==> src/rtl/game_pkg.sv <==
// ============================================================================
// Module : game_pkg
// Brief  : Geometry constants and collision-detector state encoding shared
//          by the obstacle-movement, renderer and collision blocks.
// Rev    : 1.0  initial release
// ============================================================================
`default_nettype none

package game_pkg;

    localparam int GAME_TILE_SIZE      = 32;
    localparam int GAME_LANE_Y0        = 64;
    localparam int GAME_H_VISIBLE_AREA = 640;
    localparam int GAME_POS_W          = 10;

    typedef enum logic [2:0] {
        ST_IDLE      = 3'd0,
        ST_SCAN      = 3'd1,
        ST_HIT       = 3'd2,
        ST_INVULN    = 3'd3,
        ST_GAME_OVER = 3'd4
    } fcd_state_e;

endpackage

`default_nettype wire

==> src/rtl/tile_overlap_cmp.sv <==
// ============================================================================
// Module : tile_overlap_cmp
// Brief  : Combinational sprite overlap test: lane-Y match plus
//          |car_x - frog_x| < TILE_SIZE evaluated at 11 bits.
// Rev    : 1.0  initial release
// ============================================================================
`default_nettype none

module tile_overlap_cmp
    import game_pkg::*;
#(
    parameter int TILE_SIZE = GAME_TILE_SIZE,
    parameter int LANE_Y0   = GAME_LANE_Y0
) (
    input  logic [GAME_POS_W-1:0] i_car_x,
    input  logic [GAME_POS_W-1:0] i_frog_x,
    input  logic [GAME_POS_W-1:0] i_frog_y,
    input  logic [2:0]            i_lane,
    output logic                  o_lane_match,
    output logic                  o_x_overlap,
    output logic                  o_hit
);

    logic [10:0] lane_y;
    logic [10:0] car_x_ext;
    logic [10:0] frog_x_ext;
    logic [10:0] x_dist;

    assign lane_y     = 11'(LANE_Y0) + 11'(TILE_SIZE) * {8'd0, i_lane};
    assign car_x_ext  = {1'b0, i_car_x};
    assign frog_x_ext = {1'b0, i_frog_x};

    // Subtract the smaller from the larger so the distance never wraps.
    assign x_dist = (car_x_ext >= frog_x_ext) ? (car_x_ext - frog_x_ext)
                                              : (frog_x_ext - car_x_ext);

    assign o_lane_match = ({1'b0, i_frog_y} == lane_y);
    assign o_x_overlap  = (x_dist < 11'(TILE_SIZE));
    assign o_hit        = o_lane_match && o_x_overlap;

endmodule

`default_nettype wire

==> src/rtl/frog_collision_detector.sv <==
// ============================================================================
// Module : frog_collision_detector
// Brief  : Per-frame snapshot of frog/car positions, one-lane-per-clock
//          overlap scan, lives/respawn/invulnerability/game-over control.
// Rev    : 1.0  initial release
// ============================================================================
`default_nettype none

module frog_collision_detector
    import game_pkg::*;
#(
    parameter int N_LANES        = 4,
    parameter int TILE_SIZE      = GAME_TILE_SIZE,
    parameter int LANE_Y0        = GAME_LANE_Y0,
    parameter int H_VISIBLE_AREA = GAME_H_VISIBLE_AREA,
    parameter int START_LIVES    = 3,
    parameter int INVULN_FRAMES  = 60
) (
    input  logic                            i_Clk,
    input  logic                            i_Rst_L,
    input  logic                            i_Frame_Tick,
    input  logic                            i_Restart,
    input  logic [GAME_POS_W-1:0]           i_Frog_X,
    input  logic [GAME_POS_W-1:0]           i_Frog_Y,
    input  logic [GAME_POS_W*N_LANES-1:0]   i_Car_X_Packed,
    output logic                            o_Collision,
    output logic                            o_Respawn,
    output logic [1:0]                      o_Lives,
    output logic                            o_Invulnerable,
    output logic                            o_Game_Over
);

    localparam logic [2:0] C_LAST_LANE   = 3'(N_LANES - 1);
    localparam logic [1:0] C_START_LIVES = 2'(START_LIVES);
    localparam logic [7:0] C_INVULN      = 8'(INVULN_FRAMES);

    if (N_LANES < 1 || N_LANES > 8 || START_LIVES < 1 || START_LIVES > 3 ||
        INVULN_FRAMES < 1 || INVULN_FRAMES > 255 ||
        H_VISIBLE_AREA > 1024 || TILE_SIZE > H_VISIBLE_AREA) begin : g_bad_params
        $error("frog_collision_detector: parameter out of range");
    end

    fcd_state_e             state_q, state_d;
    logic [2:0]             lane_q, lane_d;
    logic                   hit_q, hit_d;
    logic [GAME_POS_W-1:0]  frog_x_q, frog_x_d;
    logic [GAME_POS_W-1:0]  frog_y_q, frog_y_d;
    logic [GAME_POS_W-1:0]  car_x_q [N_LANES];
    logic [GAME_POS_W-1:0]  car_x_d [N_LANES];
    logic [1:0]             lives_q, lives_d;
    logic [7:0]             cnt_q, cnt_d;
    logic                   collision_q, collision_d;
    logic                   respawn_q, respawn_d;

    logic [GAME_POS_W-1:0]  cur_car_x;
    logic                   lane_match;
    logic                   x_overlap;
    logic                   lane_hit;
    logic                   scan_hit;

    // Lane mux feeding the single shared comparator.
    always_comb begin
        cur_car_x = '0;
        for (int k = 0; k < N_LANES; k++) begin
            if (lane_q == 3'(k)) begin
                cur_car_x = car_x_q[k];
            end
        end
    end

    tile_overlap_cmp #(
        .TILE_SIZE (TILE_SIZE),
        .LANE_Y0   (LANE_Y0)
    ) u_cmp (
        .i_car_x      (cur_car_x),
        .i_frog_x     (frog_x_q),
        .i_frog_y     (frog_y_q),
        .i_lane       (lane_q),
        .o_lane_match (lane_match),
        .o_x_overlap  (x_overlap),
        .o_hit        (lane_hit)
    );

    assign scan_hit = hit_q | lane_hit;

    always_comb begin
        state_d     = state_q;
        lane_d      = lane_q;
        hit_d       = hit_q;
        frog_x_d    = frog_x_q;
        frog_y_d    = frog_y_q;
        car_x_d     = car_x_q;
        lives_d     = lives_q;
        cnt_d       = cnt_q;
        collision_d = 1'b0;
        respawn_d   = 1'b0;

        case (state_q)
            ST_IDLE: begin
                if (i_Frame_Tick) begin
                    frog_x_d = i_Frog_X;
                    frog_y_d = i_Frog_Y;
                    for (int k = 0; k < N_LANES; k++) begin
                        car_x_d[k] = i_Car_X_Packed[GAME_POS_W*k +: GAME_POS_W];
                    end
                    hit_d   = 1'b0;
                    lane_d  = 3'd0;
                    state_d = ST_SCAN;
                end
            end
            ST_SCAN: begin
                hit_d = scan_hit;
                if (lane_q == C_LAST_LANE) begin
                    state_d = scan_hit ? ST_HIT : ST_IDLE;
                    // Pulses are registered so they line up with the HIT cycle.
                    collision_d = scan_hit;
                    respawn_d   = scan_hit && (lives_q > 2'd1);
                end else begin
                    lane_d = lane_q + 3'd1;
                end
            end
            ST_HIT: begin
                lives_d = lives_q - 2'd1;
                if (lives_q > 2'd1) begin
                    cnt_d   = C_INVULN;
                    state_d = ST_INVULN;
                end else begin
                    state_d = ST_GAME_OVER;
                end
            end
            ST_INVULN: begin
                if (i_Frame_Tick) begin
                    cnt_d = cnt_q - 8'd1;
                    if (cnt_q <= 8'd1) begin
                        state_d = ST_IDLE;
                    end
                end
            end
            ST_GAME_OVER: begin
                lives_d = 2'd0;
            end
            default: begin
                state_d = ST_IDLE;
            end
        endcase

        if (i_Restart) begin
            state_d     = ST_IDLE;
            lane_d      = 3'd0;
            hit_d       = 1'b0;
            lives_d     = C_START_LIVES;
            cnt_d       = 8'd0;
            collision_d = 1'b0;
            respawn_d   = 1'b0;
        end
    end

    always_ff @(posedge i_Clk) begin
        if (!i_Rst_L) begin
            state_q     <= ST_IDLE;
            lane_q      <= 3'd0;
            hit_q       <= 1'b0;
            frog_x_q    <= '0;
            frog_y_q    <= '0;
            for (int k = 0; k < N_LANES; k++) begin
                car_x_q[k] <= '0;
            end
            lives_q     <= C_START_LIVES;
            cnt_q       <= 8'd0;
            collision_q <= 1'b0;
            respawn_q   <= 1'b0;
        end else begin
            state_q     <= state_d;
            lane_q      <= lane_d;
            hit_q       <= hit_d;
            frog_x_q    <= frog_x_d;
            frog_y_q    <= frog_y_d;
            car_x_q     <= car_x_d;
            lives_q     <= lives_d;
            cnt_q       <= cnt_d;
            collision_q <= collision_d;
            respawn_q   <= respawn_d;
        end
    end

    assign o_Collision    = collision_q;
    assign o_Respawn      = respawn_q;
    assign o_Lives        = lives_q;
    assign o_Invulnerable = (state_q == ST_INVULN);
    assign o_Game_Over    = (state_q == ST_GAME_OVER);

endmodule

`default_nettype wire

==> config.mk <==
export PLATFORM = sky130hd
export DESIGN_NAME = frog_collision_detector
export DESIGN_NICKNAME = d
export VERILOG_FILES = /design/src/rtl/game_pkg.sv /design/src/rtl/tile_overlap_cmp.sv /design/src/rtl/frog_collision_detector.sv
export SDC_FILE = /design/constraint.sdc
export NUM_CORES = 1
export LEC_CHECK = 0
export BUFFER_PORTS_ARGS = -buffer_cell sky130_fd_sc_hd__buf_2
export CORE_UTILIZATION = 34
export DETAILED_ROUTE_END_ITERATION = 8
export GPL_ROUTABILITY_DRIVEN = 0
export SYNTH_ARGS = -nofsm -noshare
export SYNTH_HDL_FRONTEND = slang
export SYNTH_SLANG_ARGS = --single-unit
==> constraint.sdc <==
create_clock -name i_Clk -period 6.1 [get_ports i_Clk]
set_input_delay 0.305 -clock i_Clk [delete_from_list [all_inputs] [get_ports i_Clk]]
set_output_delay 0.305 -clock i_Clk [all_outputs]
set_load 0.02 [all_outputs]
==> flow_metrics.py <==
metrics = {
    "die": {
        "die_h_um": 114.0,
        "num_rows": 40,
        "core_mm2": 0.01211,
        "die_area_mm2": 0.01300,
        "die-width_um": 114.0,
        "start_util": 0.3522,
        "io_pins": 70,
    },
    "sta": {
        "timing.fmax_mhz": 254.4,
        "min_period_ns": 3.930,
        "finalHoldViolCount": 0,
        "finalCritPeriodShare": 0.6443,
        "rsz0062_at_grt": "false",
        "skew_ns": 0.004911,
        "whs_ns": 0.2141,
        "slew_violations": 0,
        "worst_pin_slew_ns": 1.003,
        "maxSlewHeadroom": 0.3316,
        "setup_violations": 0,
        "tns_ns": 0,
    },
    "synthesis": {
        "synth_warnings": 0,
        "ys_seq_area_frac": 0.3708,
        "syn-cell-area_mm2": 0.004265,
        "syn_nets": 645,
        "yosysUniqueCellTypes": 46,
        "syn_avg_cell_area_um2": 7.727,
        "synth_edf_count": 0,
        "synthCells": 552,
        "ys.flop_type": "dfxtp_1",
        "synthArstFlopShare": 0,
        "ys_ff_latch": 79,
    },
    "power_and_ir_drop": {
        "leakage_nw": 2.056,
        "power_mw": 1.242,
        "p_per_area_mw_per_mm2": 249.2,
        "peakVddDrop_mv": 0.1168,
    },
    "job": {
        "maxCapViolations": 0,
    },
    "route": {
        "vias": 3705,
        "via_per_inst": 4.781,
        "firstDrtPassIters": 4,
        "drt-total-wl_mm": 9.732,
        "route.detailed.drc": 0,
        "avgRoutedWirePerCell_um": 12.56,
        "ant_nets": 0,
        "drtIter0Drc": 151,
    },
    "clock_network": {
        "cts_sinks": 79,
        "hold_buffers": 0,
        "htreeDepth": 3,
        "cts_buffer_depth": 2,
        "cts-root-buf": "clkbuf_16",
        "insertion_delay_ns": 0.34,
        "ctsResizeCount": 0,
        "cts_setup_buffers": 0,
        "cts_buffers": 9,
        "cts_tree": "done",
        "clkTransAtPathRegs_ns": 0.06,
    },
    "worst_setup_path": {
        "cp.buffers_inverters": 0,
        "cp_max_fo": 14,
        "worst_path_most_repeated_cell": "ha_1",
        "cp-end-kind": "flop",
        "cp_slowest_cell": "nor2_1",
        "reg2reg_from": "lane_q[1]",
        "r2r_slack_ns": 2.17,
        "path_cells": "ha_1 > ha_1 > nor2_1 > a22o_1 > ha_1 > a211oi_1 > nor2_1 > or4_4 > o22ai_2 > mux2i_1 > xor2_1 > o21ba_1 > o22ai_2",
        "cp.required_ns": 6.30,
        "critPathKind": "reg -> reg",
        "cp-start-kind": "flop",
        "slowest_delay_ns": 0.54,
        "setup.worst_path.start": "lane_q[1]",
        "crit_arrival_ns": 4.13,
        "cpLargestDelayFamily": "simple AND/OR/NAND/NOR gates",
    },
    "layout": {
        "diodes": 0,
        "fin_nets": 695,
        "areaGrowthSynthToFinish_pct": 16.81,
        "final_cells": 775,
        "drive_gt1_frac": 0.1647,
    },
    "worst_hold_path": {
        "hold_class": "in -> reg",
        "holdCritStartpoint": "i_Frog_Y[8]",
    },
    "placed_design": {
        "dp.cells": 759,
        "dp_hpwl_mm": 7.103,
        "port_buffers": 69,
    },
    "global_routing": {
        "grt-ovfl-total": 0,
        "grt_max_degree": 62,
        "grt_pass1_vias": 3601,
        "grt_antenna_before_repair": 0,
        "grt_pass1_wl_mm": 16.44,
        "grt_usage": 0.1590,
    },
    "outcome": {
        "status": "finished clean",
    },
}
[cells by family after synthesis]
kind of cell / after synthesis / share of synthesized area
AND/OR/NAND/NOR: 224 / 0.2218
AO/OA/AOI/OAI: 135 / 0.2171
flip-flops: 79 / 0.3708
buffers and inverters: 63 / 0.05632
adder cells (fa/ha/maj): 29 / 0.08507
XOR/XNOR: 14 / 0.02875
multiplexers: 8 / 0.02024
[metal layers]
layer  GRT usage  routed length (um)  part of all wire
met2      0.2513                4318              0.44
met1      0.2131                4918              0.51
met4     0.05974                 167             0.017
met3     0.03294                 327             0.034
met5           0                   0                 0
[sequential cells by signal, summed over array words and instances, names as in the netlist]
signal and flops:
o_Lives 2, o_Respawn 1, cnt_q 8, hit_q 1, car_x_q 40, state_q 3
lane_q 3, o_Collision 1, frog_y_q 10, frog_x_q 10
[worst register-to-register path, cell delays in order (launching register included)]
cell,delay [ns]
dfxtp_1,0.38
ha_1,0.21
ha_1,0.34
nor2_1,0.54
a22o_1,0.25
ha_1,0.30
a211oi_1,0.25
nor2_1,0.09
or4_4,0.48
o22ai_2,0.18
mux2i_1,0.27
xor2_1,0.21
o21ba_1,0.22
o22ai_2,0.07
[area by class of cell]
cell class	count	area, um2
clock buffers	11	232.7
clock inverters	5	35.03
fillers	1256	7129
inverters	32	120.1
multi-input cells	410	2450
flip-flops and latches	79	1582
well taps	168	210.2
repair buffers	70	352.8
[cell usage in the layout, fill, tap and decap left out, drive strengths merged, types with 3 or more instances in the layout]
| master | synthesis | final |
|---|---|---|
| nor2 | 33 | 33 |
| mux2i | 3 | 3 |
| nor3 | 9 | 9 |
| nand2b | 6 | 6 |
| a21boi | 61 | 61 |
| xnor2 | 6 | 6 |
| a31oi | 3 | 3 |
| nand2 | 153 | 153 |
| clkinv | 0 | 4 |
| a21oi | 30 | 30 |
| mux2 | 5 | 5 |
| inv | 32 | 32 |
| a22o | 9 | 9 |
| dfxtp | 79 | 79 |
| o21ai | 18 | 18 |
| nor4 | 4 | 4 |
| buf | 1 | 70 |
| nand3 | 5 | 5 |
| xor2 | 8 | 8 |
| clkbuf | 30 | 11 |
| ha | 29 | 29 |
[power by group]
part           switching (mW)  leakage [nW]  total (mW)  internal, mW
logic                   0.106          1.28       0.194        0.0874
clock network           0.216         0.129       0.492         0.276
registers              0.0161         0.647       0.556         0.540
[final timing paths]
check	end	cells after the start
worst min register to register	car_x_q[30]	2
worst min-delay path	frog_y_q[8]	3
worst max-delay path	state_q[1]	13
worst max register to register	state_q[1]	13
[synthesized netlist by cell type (2+ instances only)]
master	number	area, um2
nand3b_1	2	15.01
o21ai_0	17	85.08
clkbuf_1	30	112.6
dfxtp_1	79	1582
nand2_1	153	574.3
ha_1	29	362.9
xor2_1	8	70.07
a31oi_1	3	18.77
nand4_1	2	12.51
nor3_1	8	40.04
a21oi_1	30	150.1
nor2_1	33	123.9
xnor2_1	6	52.55
mux2_2	5	56.30
nor2b_1	2	12.51
mux2i_1	3	30.03
a21boi_0	61	457.9
a211oi_1	2	15.01
nand2b_1	6	37.54
a22o_1	9	78.83
o22ai_2	2	25.02
nor4_1	3	18.77
inv_1	32	120.1
nand3_1	5	25.02
[stage by stage]
| stage | utilization | instance area, um2 | setup slack, ns |
|---|---|---|---|
| after floorplan | - | 4265 | 2.671 |
| after global placement | 0.3893 | 4715 | 2.362 |
| after detailed placement | 0.3893 | 4715 | 2.219 |
| after CTS | 0.4114 | 4982 | 2.209 |
| after global routing | 0.4114 | 4982 | 1.948 |
| final | 0.4114 | 4982 | 2.170 |
(Power assumes the default switching activity.)
